File: config.mk
export PLATFORM = sky130hd
export DESIGN_NAME = uart_cmd_sched_flat
export DESIGN_NICKNAME = d
export VERILOG_FILES = /design/src/rtl/uart_cmd_sched_if.sv /design/src/rtl/uart_cmd_sched.sv /design/src/flat_wrapper.sv
export SDC_FILE = /design/constraint.sdc
export NUM_CORES = 1
export LEC_CHECK = 0
export ABC_AREA = 1
export BUFFER_PORTS_ARGS = -buffer_cell sky130_fd_sc_hd__buf_4
export CORE_MARGIN = 8
export CORE_UTILIZATION = 48
export CTS_CLUSTER_SIZE = 20
export DETAILED_ROUTE_END_ITERATION = 16
export PLACE_DENSITY = 0.75
export SLEW_MARGIN = 10
export SYNTH_ARGS = -nofsm -noshare
export SYNTH_HDL_FRONTEND = slang
export SYNTH_SLANG_ARGS = --single-unit
File: constraint.sdc
create_clock -name CLK -period 6.1 [get_ports CLK]
set_clock_uncertainty 0.15 [all_clocks]
set_input_delay 0 -clock CLK [delete_from_list [all_inputs] [get_ports CLK]]
set_output_delay 0 -clock CLK [all_outputs]
set_load 0.02 [all_outputs]
File: src/rtl/uart_cmd_sched_if.sv
// uart_cmd_sched_if: command, register-bus and response signals of the UART command scheduler.
// master = command source / bus target / TX formatter side, slave = scheduler.
interface uart_cmd_sched_if;
    logic        CMD_R;
    logic        CMD_W;
    logic        CMD_FAIL;
    logic        CMD_DONE;
    logic [15:0] CMD_ADDR;
    logic [63:0] CMD_DATA;
    logic        BUS_REQ;
    logic        BUS_WE;
    logic [7:0]  BUS_ADDR;
    logic [31:0] BUS_WDATA;
    logic        BUS_ACK;
    logic [31:0] BUS_RDATA;
    logic        RSP_VALID;
    logic        RSP_READY;
    logic [1:0]  RSP_CODE;
    logic [31:0] RSP_DATA;
    logic        DROP;
    logic [7:0]  DROP_CNT;

    modport master (
        output CMD_R, CMD_W, CMD_FAIL, CMD_DONE, CMD_ADDR, CMD_DATA, BUS_ACK, BUS_RDATA, RSP_READY,
        input  BUS_REQ, BUS_WE, BUS_ADDR, BUS_WDATA, RSP_VALID, RSP_CODE, RSP_DATA, DROP, DROP_CNT
    );

    modport slave (
        input  CMD_R, CMD_W, CMD_FAIL, CMD_DONE, CMD_ADDR, CMD_DATA, BUS_ACK, BUS_RDATA, RSP_READY,
        output BUS_REQ, BUS_WE, BUS_ADDR, BUS_WDATA, RSP_VALID, RSP_CODE, RSP_DATA, DROP, DROP_CNT
    );
endinterface

File: src/rtl/uart_cmd_sched.sv
// uart_cmd_sched: turns parsed ASCII-hex UART commands into single register-bus transactions.
// Define UART_CMD_TIMEOUT_EN to build the bus ack timeout (response code 11).
module uart_cmd_sched #(
    parameter int unsigned TIMEOUT = 255
) (
    input logic            CLK,
    input logic            RST,
    uart_cmd_sched_if.slave b
);
    typedef enum logic [1:0] {IDLE, DECODE, BUS, RESP} state_t;

    state_t      state;
    logic        lat_r;
    logic        lat_w;
    logic        lat_fail;
    logic [15:0] lat_addr;
    logic [63:0] lat_data;
`ifdef UART_CMD_TIMEOUT_EN
    logic [15:0] tmo_cnt;
`endif

    if (TIMEOUT < 1 || TIMEOUT > 65535) begin : g_bad_timeout
        $error("uart_cmd_sched: TIMEOUT must be 1..65535");
    end

    // Characters are pre-validated, so only the low nibble of c - 8'h37 matters.
    function automatic logic [3:0] nib(input logic [7:0] c);
        return (c <= 8'h39) ? c[3:0] : c[3:0] + 4'd9;
    endfunction

    function automatic logic [31:0] hex32(input logic [63:0] d);
        logic [31:0] r;
        r = '0;
        for (int i = 0; i < 8; i++) r[i*4 +: 4] = nib(d[i*8 +: 8]);
        return r;
    endfunction

    always_ff @(posedge CLK or posedge RST) begin
        if (RST) begin
            state       <= IDLE;
            lat_r       <= 1'b0;
            lat_w       <= 1'b0;
            lat_fail    <= 1'b0;
            lat_addr    <= '0;
            lat_data    <= '0;
            b.BUS_REQ   <= 1'b0;
            b.BUS_WE    <= 1'b0;
            b.BUS_ADDR  <= '0;
            b.BUS_WDATA <= '0;
            b.RSP_VALID <= 1'b0;
            b.RSP_CODE  <= '0;
            b.RSP_DATA  <= '0;
            b.DROP      <= 1'b0;
            b.DROP_CNT  <= '0;
`ifdef UART_CMD_TIMEOUT_EN
            tmo_cnt     <= '0;
`endif
        end else begin
            b.DROP <= b.CMD_DONE && state != IDLE;
            if (b.CMD_DONE && state != IDLE && b.DROP_CNT != 8'hFF)
                b.DROP_CNT <= b.DROP_CNT + 8'd1;
            case (state)
                IDLE: if (b.CMD_DONE) begin
                    lat_r    <= b.CMD_R;
                    lat_w    <= b.CMD_W;
                    lat_fail <= b.CMD_FAIL;
                    lat_addr <= b.CMD_ADDR;
                    lat_data <= b.CMD_DATA;
                    state    <= DECODE;
                end
                DECODE: if (lat_fail || lat_r == lat_w) begin
                    b.RSP_CODE  <= 2'b10;
                    b.RSP_DATA  <= '0;
                    b.RSP_VALID <= 1'b1;
                    state       <= RESP;
                end else begin
                    b.BUS_WE    <= lat_w;
                    b.BUS_ADDR  <= {nib(lat_addr[15:8]), nib(lat_addr[7:0])};
                    b.BUS_WDATA <= hex32(lat_data);
                    b.BUS_REQ   <= 1'b1;
`ifdef UART_CMD_TIMEOUT_EN
                    tmo_cnt     <= '0;
`endif
                    state       <= BUS;
                end
                BUS: if (b.BUS_ACK) begin
                    b.BUS_REQ   <= 1'b0;
                    b.RSP_CODE  <= b.BUS_WE ? 2'b00 : 2'b01;
                    b.RSP_DATA  <= b.BUS_WE ? 32'h0 : b.BUS_RDATA;
                    b.RSP_VALID <= 1'b1;
                    state       <= RESP;
`ifdef UART_CMD_TIMEOUT_EN
                end else if (tmo_cnt == 16'(TIMEOUT - 1)) begin
                    b.BUS_REQ   <= 1'b0;
                    b.RSP_CODE  <= 2'b11;
                    b.RSP_DATA  <= '0;
                    b.RSP_VALID <= 1'b1;
                    state       <= RESP;
                end else begin
                    tmo_cnt <= tmo_cnt + 16'd1;
`endif
                end
                RESP: if (b.RSP_READY) begin
                    b.RSP_VALID <= 1'b0;
                    state       <= IDLE;
                end
                default: state <= IDLE;
            endcase
        end
    end
endmodule

File: src/flat_wrapper.sv
// flat-port wrapper written by rule: the top's interface ports become plain ports
module uart_cmd_sched_flat 
#(
    parameter int unsigned TIMEOUT = 255
)
  (CLK, RST, b_CMD_R, b_CMD_W, b_CMD_FAIL, b_CMD_DONE, b_CMD_ADDR, b_CMD_DATA, b_BUS_ACK, b_BUS_RDATA, b_RSP_READY, b_BUS_REQ, b_BUS_WE, b_BUS_ADDR, b_BUS_WDATA, b_RSP_VALID, b_RSP_CODE, b_RSP_DATA, b_DROP, b_DROP_CNT);
  uart_cmd_sched_if b_i ();
  input logic CLK;
  input logic RST;
  input wire logic [$bits(b_i.CMD_R)-1:0] b_CMD_R;
  input wire logic [$bits(b_i.CMD_W)-1:0] b_CMD_W;
  input wire logic [$bits(b_i.CMD_FAIL)-1:0] b_CMD_FAIL;
  input wire logic [$bits(b_i.CMD_DONE)-1:0] b_CMD_DONE;
  input wire logic [$bits(b_i.CMD_ADDR)-1:0] b_CMD_ADDR;
  input wire logic [$bits(b_i.CMD_DATA)-1:0] b_CMD_DATA;
  input wire logic [$bits(b_i.BUS_ACK)-1:0] b_BUS_ACK;
  input wire logic [$bits(b_i.BUS_RDATA)-1:0] b_BUS_RDATA;
  input wire logic [$bits(b_i.RSP_READY)-1:0] b_RSP_READY;
  output wire logic [$bits(b_i.BUS_REQ)-1:0] b_BUS_REQ;
  output wire logic [$bits(b_i.BUS_WE)-1:0] b_BUS_WE;
  output wire logic [$bits(b_i.BUS_ADDR)-1:0] b_BUS_ADDR;
  output wire logic [$bits(b_i.BUS_WDATA)-1:0] b_BUS_WDATA;
  output wire logic [$bits(b_i.RSP_VALID)-1:0] b_RSP_VALID;
  output wire logic [$bits(b_i.RSP_CODE)-1:0] b_RSP_CODE;
  output wire logic [$bits(b_i.RSP_DATA)-1:0] b_RSP_DATA;
  output wire logic [$bits(b_i.DROP)-1:0] b_DROP;
  output wire logic [$bits(b_i.DROP_CNT)-1:0] b_DROP_CNT;
  assign b_i.CMD_R = b_CMD_R;
  assign b_i.CMD_W = b_CMD_W;
  assign b_i.CMD_FAIL = b_CMD_FAIL;
  assign b_i.CMD_DONE = b_CMD_DONE;
  assign b_i.CMD_ADDR = b_CMD_ADDR;
  assign b_i.CMD_DATA = b_CMD_DATA;
  assign b_i.BUS_ACK = b_BUS_ACK;
  assign b_i.BUS_RDATA = b_BUS_RDATA;
  assign b_i.RSP_READY = b_RSP_READY;
  assign b_BUS_REQ = b_i.BUS_REQ;
  assign b_BUS_WE = b_i.BUS_WE;
  assign b_BUS_ADDR = b_i.BUS_ADDR;
  assign b_BUS_WDATA = b_i.BUS_WDATA;
  assign b_RSP_VALID = b_i.RSP_VALID;
  assign b_RSP_CODE = b_i.RSP_CODE;
  assign b_RSP_DATA = b_i.RSP_DATA;
  assign b_DROP = b_i.DROP;
  assign b_DROP_CNT = b_i.DROP_CNT;
  uart_cmd_sched #(.TIMEOUT(TIMEOUT)) u_core (.CLK(CLK), .RST(RST), .b(b_i));
endmodule
# Yosys cells after proc, flatten, opt, wreduce, memory -nomap -nowiden
# Index checks and enable logic that the tools add are counted.
# classes
n_mux,30
n_reduce_logical,13
n_lt_le_gt_ge,10
n_eq_ne,10
add_sub_neg,11
bitwise,1
# op_table
cell,count
32-bit two-way mux,3
"8-bit by 6-bit less-or-equal comparator with 1-bit output, second input constant",10
32-bit case mux with 2 select lines,1
"4-bit adder, second input constant",10
4-bit two-way mux,10
2-bit two-way mux,5
3-bit AND reduction,3
"8-bit by 1-bit adder with 8-bit output, second input constant",1
"2-bit != test, second input constant",4
"8-bit != test, second input constant",1
2-bit case mux with 4 select lines,1
1-bit two-way mux,7
"2-bit equality test, second input constant",2
2-bit case mux with 2 select lines,1
2-bit AND reduction,2
4-bit AND reduction,1
2-bit nonzero test,2
1-bit case mux with 3 select lines,1
3-bit nonzero test,1
"2-bit by 1-bit equality test with 1-bit output, second input constant",1
1-bit logical AND,2
2-bit zero test,1
"2-bit by 1-bit != test with 1-bit output, second input constant",1
1-bit case mux with 2 select lines,1
other kinds (3),3
# word_totals
elab_cells,90
input_bits,120
regBits,171

# Logic depth before layout (Yosys ltp)
# depth
ltp_word,4
ltp_mapped,9

# Least setup slack after synthesis
# Ideal clock, no wire load.
# synth_timing
kind,register to register
startpoint,register u_core.state[0]
endpoint,register u_core.b.RSP_DATA[10]
stages_incl_launch_ff,9
setup_ns,0.066
n_path_buf,2
arrival_time_ns,1.458
period_less_slack_ns,1.674
slack_ns,4.426
cell_sequence,dfrtp_1 inv_1 ha_1 nand2_1 o21a_1 buf_4 clkbuf_1 nand4_1 nand2_1
# synth_between
elab_chain_cells,3
elab_cells_between_ends,7
cone_classes,eq/ne: 4; mux: 1; reduce/logical: 2
# synth_rtl
item,line,source
start: declaration,uart_cmd_sched.sv:12,state_t state;
start signal: assignment,uart_cmd_sched.sv:40,state <= IDLE;
start signal: assignment,uart_cmd_sched.sv:69,state <= DECODE;
start signal: assignment,uart_cmd_sched.sv:75,state <= RESP;
2-bit by 1-bit equality test with 1-bit output / 2-bit equality test (equally long branches),uart_cmd_sched.sv:62,case (state)
"2-bit by 1-bit != test with 1-bit output (no source line), or another cell as far along",n/a,
3-bit AND reduction (no source line),n/a,
end signal: assignment,uart_cmd_sched.sv:89,b.RSP_DATA <= b.BUS_WE ? 32'h0 : b.BUS_RDATA;
end: declaration,uart_cmd_sched_if.sv:30,"output BUS_REQ, BUS_WE, BUS_ADDR, BUS_WDATA, RSP_VALID, RSP_CODE, RSP_DATA, DROP, DROP_CNT"
# Several ways; a longest one is shown, not always the timed one.
# A chain may end at the register's enable or synchronous reset.

# Worst setup path in the final report
# layout_timing
startpoint,register u_core.state[0]
endpoint,register u_core.lat_data[20]
# layout_between
elab_chain_cells,2
# layout_rtl
item,line,source
2-bit zero test,uart_cmd_sched.sv:62,
2-bit AND reduction (no source line),n/a,
end signal: assignment,uart_cmd_sched.sv:68,lat_data <= b.CMD_DATA;
end: declaration,uart_cmd_sched.sv:17,logic [63:0] lat_data;
# Every way passes these cells.

==> run summary <==
outcome - completed
Die ar. - 21,680 um2
Max Cap Viol - 0
htree depth - 4
pwr dens - 494.4 nW/um2
Max VDD drop - 0.0002470 V
initial core utilization - 48.48%
Cell Area, Synth - 8269 um2
root buffer cell - clkbuf_16
worst-case headroom to the max-slew limit - 39.93%
maximum root-to-sink buffer count - 2
CTS tree - done
Worst R2R Path Depth - 5
Post-synth EDFFs - 0
RSZ-0062 raised after global routing - false
most frequent cells after synthesis - nand2_1 (320), dfrtp_1 (171), inv_1 (75), nor2_1 (75), nand3_1 (71)
number of DRC markers in iteration 0 - 433
DR pass1 iterations - 5
critical path required time - 6.25 ns
largest cells by area after synthesis - dfrtp_1 (52%), nand2_1 (15%), ha_1 (5.4%), mux2_2 (4.8%), nand3_1 (4.3%)
Worst Hold Depth - 5
via density per instance - 4.918
global-route wire length before repair - 36.89 mm
Crit path max-delay family - buffers and inverters
area post-placement - 9933 um2
cells along the critical path - inv_1, ha_1, nand2_4, buf_4, mux2_2
Routed Antenna Nets - 0
syn_area_per_cell - 8.659 um2
total track usage - 20.58%
fmax - 364.1 MHz
Non-Filler Instances - 1,506
GRT met3 Usage - 4.829%
CTS resizes - 0
Routed WL - 22.36 mm
Final #Nets - 1,423
top_reg_cell synth - dfrtp_1
fraction of registers with async set/reset - 100.0%
Hold Path Class - input port to flop
vias in the first global route - 7,634
# DRC - 0
Clock Latency Late Sink - 0.42 ns
final period utilization - 45.02%
leakage - 6.287 nW
FILL cells - 1,334
WL/cell - 14.85 um
post-synth top area share - 51.75%
Critical-path top delay cell - buf_4
Post-Syn Instances - 955
# placed instances - 1,354
Area growth syn-to-layout - 41.50%
Final HPWL DP - 14.56 mm
CP Capture Type - flop
# IOs - 206
pins over their slew limit - 0
Core Footprint - 17,060 um2
Worst Path Arrival - 2.90 ns
leading area contributor after synthesis - dfrtp_1
Least-Margin Pin Slew - 0.9010 ns
critical path class - flop to flop
slowest stage delay, CP - 0.66 ns
# rows - 48
Final Cell Area - 11,700 um2
final hold vios - 0
Buffers on Ports - 205
Hold Crit Start - b_RSP_READY
largest net degree at the start of global routing - 100
Critical R2R Launch - u_core.state[0]
Die W - 147.3 um
antenna violations before repair - 1
met1 Usage GRT - 24.65%
minimum clock period - 2.747 ns
CTS buffer count - 17
Hold WS - 0.05984 ns
syn_nets - 1,111
crit path launch type - flop
gr ovfl total - 0
buffers plus inverters on the worst setup path - 2
layout cells sized above 1 - 22.27%
gpl congestion - 0.8250
WHS Endpoint - u_core.state[0]
Worst R2R Setup Slack - 3.35 ns
# clock sinks - 171
Clock transition at path regs - 0.07 ns
sequential-to-total area share from yosys stat - 51.75%
crit path max fanout - 69
Top Usage Layer GRT - met2
r2r endpoint - u_core.lat_data[20]
count leader, synth - nand2_1
Cell variety after synth - 22
# setup viols final - 0
YS warnings - 0
Total Power - 0.005785 W
met2 Use GR - 34.84%
Die Ht - 147.3 um
via count - 7,407
final setup TNS - 0 ns
Yosys reg bits - 171
-- worst max-delay path by stage --
stage	from	to	cells past startpoint
6_report	u_core.state[0]	u_core.lat_data[20]	5
5_1_grt	u_core.state[1]	u_core.b.BUS_WDATA[8]	7
4_1_cts	u_core.state[1]	u_core.b.BUS_WDATA[3]	7
3_5_place_dp	u_core.state[1]	u_core.b.BUS_WDATA[24]	7
3_3_place_gp	u_core.state[0]	u_core.lat_addr[3]	5
2_1_floorplan	RST	u_core.b.BUS_ADDR[0]	1
-- power breakdown --
group / internal [W] / leakage, nW / total (W) / switching (W)
combinational: 0.00108 / 3.93 / 0.00269 / 0.00161
sequential: 0.00165 / 2.08 / 0.00206 / 0.000404
clock: 0.000566 / 0.281 / 0.00104 / 0.000472
total: 0.00330 / 6.29 / 0.00579 / 0.00249
-- flip-flops by register name, indices dropped and copies added, names as in the netlist --
name                flops
u_core.b.BUS_WDATA     32
u_core.b.DROP           1
u_core.state            2
u_core.lat_r            1
u_core.b.RSP_DATA      32
u_core.b.BUS_WE         1
u_core.lat_w            1
u_core.lat_fail         1
u_core.b.BUS_REQ        1
u_core.b.DROP_CNT       8
u_core.lat_addr        16
u_core.b.RSP_VALID      1
u_core.b.RSP_CODE       2
u_core.lat_data        64
u_core.b.BUS_ADDR       8
-- routing by layer --
layer	vias up	share of wire (%)
met4	0	3.2
met1	3468	42
met5	-	0
met2	184	51
met3	47	4.7
li1	3708	-
-- layout by cell type (no fill, tap or decap) --
master	Yosys	routed
clkbuf_8	0	3
xor2_1	12	12
clkbuf_16	0	17
xnor2_1	3	3
nand4_1	44	44
inv_1	75	74
nand2_1	320	319
inv_2	1	1
nand3_1	71	71
inv_6	0	6
dfrtp_1	171	171
clkinv_4	0	4
o21bai_1	3	3
o21a_1	1	1
nor2_1	75	74
o21ai_0	19	19
dlygate4sd3_1	0	119
clkinv_2	0	1
nor2_2	1	2
clkinvlp_4	0	1
nand2_4	0	1
a21oi_1	49	49
mux2_2	35	35
buf_4	7	210
ha_1	36	36
clkinv_8	0	1
diode_2	0	1
nand2_2	2	2
nand3_4	0	1
-- through the flow --
stage	util (%)	setup slack [ns]
after floorplan	-	1.318
after global placement	58.24	3.437
after detailed placement	58.24	3.376
after CTS	68.59	3.346
after global routing	68.60	3.060
final	68.60	3.353
-- worst min-delay path, stage by stage --
cell and delay [ns]:
buf_4 0.11, o21ai_0 0.24, a21oi_1 0.10, o21ai_0 0.09, nand2_1 0.06
-- timing repair --
action,in CTS,in global routing
setup buffers,0,0
hold buffers,119,0
hold endpoints to repair,222,0
-- logic make-up (layout without fill, tap and decap cells) --
| group | after synthesis | in the layout | share of synthesized area (%) |
|---|---|---|---|
| AOI/OAI and AO/OA | 72 | 72 | 4.479 |
| xor gates and xnor gates | 15 | 15 | 1.589 |
| adders and majority gates | 36 | 36 | 5.447 |
| buffers and inverters | 112 | 437 | 6.067 |
| DFF | 171 | 171 | 51.75 |
| muxes | 35 | 35 | 4.766 |
| other | 0 | 1 | 0 |
| and+or+nand+nor | 514 | 514 | 25.90 |
-- area by class of cell --
type                       count  area (um2)  area share, %
clock inverter                12       107.6         0.9196
timing repair buffer         329        2768          23.65
clock buffer                  20       466.7          3.988
tap                          225       281.5          2.406
sequential                   171        4279          36.57
antenna                        1       2.502        0.02139
multi-input combinational    672        3506          29.96
inverter                      76       290.3          2.481
No activity file was read; power rests on OpenSTA's default activity.
